File: config.mk
export PLATFORM = sky130hd
export DESIGN_NAME = mem_master
export DESIGN_NICKNAME = d
export VERILOG_FILES = /design/src/rtl/mem_master.sv
export SDC_FILE = /design/constraint.sdc
export NUM_CORES = 1
export LEC_CHECK = 0
export ABC_AREA = 1
export BUFFER_PORTS_ARGS = -buffer_cell sky130_fd_sc_hd__buf_2
export CORE_MARGIN = 10
export CORE_UTILIZATION = 49
export CTS_CLUSTER_DIAMETER = 40
export DETAILED_ROUTE_END_ITERATION = 8
export GPL_TIMING_DRIVEN = 0
export PLACE_DENSITY = 0.8
export SLEW_MARGIN = 20
export SYNTH_ARGS = -nofsm -noshare
export SYNTH_HDL_FRONTEND = slang
export SYNTH_SLANG_ARGS = --single-unit
export TNS_END_PERCENT = 100
File: constraint.sdc
create_clock -name clk -period 2.7 [get_ports clk]
set_clock_uncertainty 0.15 [all_clocks]
set_input_delay 0.135 -clock clk [delete_from_list [all_inputs] [get_ports clk]]
set_output_delay 0.135 -clock clk [all_outputs]
set_load 0.05 [all_outputs]
File: src/rtl/mem_master.sv
// Single-outstanding memory command master: IDLE -> ACCESS -> DONE handshake between a client and a memory.
// Optional ACCESS timeout is built when MEM_MASTER_TIMEOUT_EN is defined.
module mem_master #(
   parameter int ADDR_WIDTH     = 8,
   parameter int DATA_WIDTH     = 16,
   parameter int TIMEOUT_CYCLES = 64
) (
   input  logic                  clk,
   input  logic                  reset,
   input  logic                  cmd_valid,
   output logic                  cmd_ready,
   input  logic                  cmd_wr,
   input  logic [ADDR_WIDTH-1:0] cmd_addr,
   input  logic [DATA_WIDTH-1:0] cmd_wdata,
   output logic                  rsp_valid,
   output logic                  rsp_wr,
   output logic [DATA_WIDTH-1:0] rsp_rdata,
   output logic                  rsp_err,
   output logic                  busy,
   output logic                  mem_sel,
   output logic                  mem_wr_rd,
   output logic [ADDR_WIDTH-1:0] mem_addr,
   output logic [DATA_WIDTH-1:0] mem_wdata,
   input  logic [DATA_WIDTH-1:0] mem_rdata,
   input  logic                  mem_ready
);

   localparam logic [1:0] IDLE   = 2'd0;
   localparam logic [1:0] ACCESS = 2'd1;
   localparam logic [1:0] DONE   = 2'd2;

   logic [1:0]            state;
   logic                  wr_q;
   logic [ADDR_WIDTH-1:0] addr_q;
   logic [DATA_WIDTH-1:0] wdata_q;
   logic                  rsp_wr_q;
   logic [DATA_WIDTH-1:0] rsp_rdata_q;
   logic                  accept;
   logic                  timeout;

   assign accept = (state == IDLE) && cmd_valid;

`ifdef MEM_MASTER_TIMEOUT_EN
   localparam int CNT_W = $clog2(TIMEOUT_CYCLES + 1);

   logic [CNT_W-1:0] wait_cnt;
   logic             rsp_err_q;

   // Fires on the TIMEOUT_CYCLES-th consecutive stalled edge; leaving ACCESS means the counter never wraps.
   assign timeout = (state == ACCESS) && !mem_ready &&
                    (wait_cnt == CNT_W'(TIMEOUT_CYCLES - 1));

   always_ff @(posedge clk) begin
      if (reset) begin
         wait_cnt  <= '0;
         rsp_err_q <= 1'b0;
      end else begin
         if (accept)
            wait_cnt <= '0;
         else if ((state == ACCESS) && !mem_ready && !timeout)
            wait_cnt <= wait_cnt + 1'b1;
         if (state == ACCESS && (mem_ready || timeout))
            rsp_err_q <= !mem_ready;
      end
   end

   assign rsp_err = rsp_err_q;
`else
   assign timeout = 1'b0;
   assign rsp_err = 1'b0;
`endif

   always_ff @(posedge clk) begin
      if (reset) begin
         state       <= IDLE;
         rsp_wr_q    <= 1'b0;
         rsp_rdata_q <= '0;
      end else begin
         case (state)
            IDLE:    if (cmd_valid) state <= ACCESS;
            ACCESS: begin
               if (mem_ready || timeout) begin
                  state       <= DONE;
                  rsp_wr_q    <= wr_q;
                  rsp_rdata_q <= (mem_ready && !wr_q) ? mem_rdata : '0;
               end
            end
            DONE:    state <= IDLE;
            default: state <= IDLE;
         endcase
      end
   end

   // Command capture; these never reach an output outside ACCESS, so they need no reset.
   always_ff @(posedge clk) begin
      if (accept) begin
         wr_q    <= cmd_wr;
         addr_q  <= cmd_addr;
         wdata_q <= cmd_wdata;
      end
   end

   assign cmd_ready = (state == IDLE) && !reset;
   assign busy      = (state != IDLE);
   assign mem_sel   = (state == ACCESS);
   assign mem_wr_rd = mem_sel && wr_q;
   assign mem_addr  = mem_sel ? addr_q : '0;
   assign mem_wdata = (mem_sel && wr_q) ? wdata_q : '0;
   assign rsp_valid = (state == DONE);
   assign rsp_wr    = rsp_wr_q;
   assign rsp_rdata = rsp_rdata_q;

endmodule

==> reports/results.ini <==
[status]
status=completed

[min_path]
holdCritPathClass=input pin to flip-flop
min-delay-start=mem_rdata[4]

[sta]
max_freq_ghz=0.544
rsz0062_at_grt=no
slew_headroom_pct=40.7
tightest_slew_ns=0.889
maxSlewViolCount=0
period_needed_ns=1.84
setup_tns_ns=0
setup-violations-final=0
hold_viol_final=0
period_share_pct=68.1

[critical_path]
crit_slowest_cell=dfxtp_1
cp_cell_sequence=inv_2 -> nor2_4 -> nand2_4 -> buf_12 -> nor2_4 -> buf_2
critPathKind=flip-flop to output port
path_common_cell=nor2_4
startpoint_type=flip-flop
critPathMaxFanout=10
slowest_delay_ns=0.43
critPathRequiredTime_ns=2.41
startpoint=state[0]
crit_arrival_ns=1.55
reg2reg_from=state[0]
end_kind=output port

[die]
dieArea_sq_mm=0.00694
die_height_microns=83.3
boundaryPins=92
core_sq_mm=0.00377
floorplan.initialDensity_pct=52.1
dieWidth_microns=83.3
rows=22

[synth]
syn_area_per_cell_sq_um=8.97
ys_top_cells_by_area=edfxtp_1 (38%), dfxtp_1 (19%), inv_1 (10%)
yosysWarningCount=0
yosys.cell_types.count=19
ys_ff_latch=44
netlist_area_sq_mm=0.00196
synth_top_area_share_pct=38.2
yosysSeqAreaShare_pct=57.6
synth_nets=264
synthCells=219
synth_top_area_cell=edfxtp_1

[route]
drt_iter0_drc=92
ant_nets=0
drc=0
drt-pass1-iter-count=4
vias=1749
wl_per_cell_microns=13.3
vias_per_cell=4.37
wl_mm=5.33

[pwr]
p_per_area_mw_per_mm2=553
ir_drop_uv=588
leakagePower_nw=1.57
power.total_mw=1.62

[global_route]
first_global_vias=1837
grt_max_degree=26
grt_usage_pct=15.3
antenna_found_initial=1
grt_first_pass_wirelength_mm=8.68
overflow=0

[clock_network]
cts_sinks=44
cts_buffer_depth=2
cts_tree=done
htreeDepth=2
clk_pin_slew_worst_paths_ns=0.08
cts_buffers=5
cts_setup_buffers=0
cts_resized=0
cts-root-buf=clkbuf_8
postCtsHoldBufs=35
clk_latency_ns=0.29

[placed_design]
gp_congestion=0.727
placed_area_sq_mm=0.00247
dp.cells=356
dp_hpwl_mm=3.61
port_buffers=89

[layout]
layout-drive-gt1-share_pct=34.5
final_util_pct=77.7
final_area_sq_mm=0.00293
syn_to_final_growth_pct=49.2
fill_cells=251
fin_cells=400
final_nets=395

[job]
maxCapViolCount=0

critical path, delay by kind of cell (launching register included):
kind / cells / cell delay, ns
and+or+nand+nor: 3 / 0.32
buffers and inverters: 3 / 0.51
DFF: 1 / 0.43
final timing paths:
| check | endpoint | slack (ns) | cells after the start |
|---|---|---|---|
| worst min-delay path | rsp_rdata[4] | 0.01 | 5 |
| worst max-delay path | mem_wdata[12] | 0.86 | 6 |
| worst max register to register | wdata_q[11] | 0.88 | 3 |
| worst min register to register | rsp_wr | 0.33 | 2 |
logic make-up after synthesis:
family                 after synthesis  synth area share, %
other                                1                0.191
AND/OR/NAND/NOR                    100                 24.7
buffers and inverters               65                 15.0
AO/OA/AOI/OAI                        9                 2.48
flip-flops                          44                 57.6
metal layers:
metal	routed length [microns]	track usage, %	up-vias
li1	-	-	899
met2	2640	26.7	76
met5	0	0	-
met4	107	5.54	0
met1	1920	15.2	765
met3	659	7.81	9
placed cells by master, fill, tap and decap left out, types with 3 or more instances in the layout:
master / count
edfxtp_1: 25
a21oi_1: 8
buf_4: 3
buf_6: 3
dlygate4sd3_1: 35
nor2_4: 10
inv_2: 3
dfxtp_1: 19
nor2_1: 35
clkbuf_8: 5
buf_2: 90
nand2_1: 43
inv_1: 53
nand3_1: 9
sequential cells by signal, summed over array words and instances (netlist names):
register   cells
addr_q         8
rsp_rdata     16
rsp_wr         1
state          2
wdata_q       16
wr_q           1
cell usage after synthesis:
library cell  instances
inv_1                53
nand2_1              43
nor2_1               35
edfxtp_1             25
dfxtp_1              19
nor2_4               10
nand3_1               9
a21oi_1               8
buf_4                 3
buf_6                 3
inv_2                 3
a21oi_2               1
buf_12                1
buf_2                 1
clkinv_1              1
conb_1                1
nand2_2               1
nand2_4               1
nand3_4               1
report_power, final:
part / total [mW] / switching, mW / internal (mW)
clock: 0.488 / 0.214 / 0.274
combinational: 0.362 / 0.242 / 0.120
sequential: 0.771 / 0.0161 / 0.755
total: 1.62 / 0.472 / 1.15
metrics by stage:
step                      setup WS [ns]  hold WS [ns]
final                             0.862        0.0137
after global routing              0.756        0.0349
after CTS                         0.862       0.00924
after detailed placement          0.878         0.164
after global placement            0.908         0.162
after floorplan                    1.01        0.0474
final cells by class:
class	instances	area (sq um)	area share, %
plain buffers	8	81.3	2.78
flip-flops and latches	44	1130	38.6
clock inverters	2	35.0	1.20
repair buffers	124	796	27.2
inverters	57	214	7.30
multi-input cells	110	538	18.4
clock buffers	6	72.6	2.48
diodes	1	2.50	0.0854
well taps	48	60.1	2.05
(Power assumes the default switching activity.)
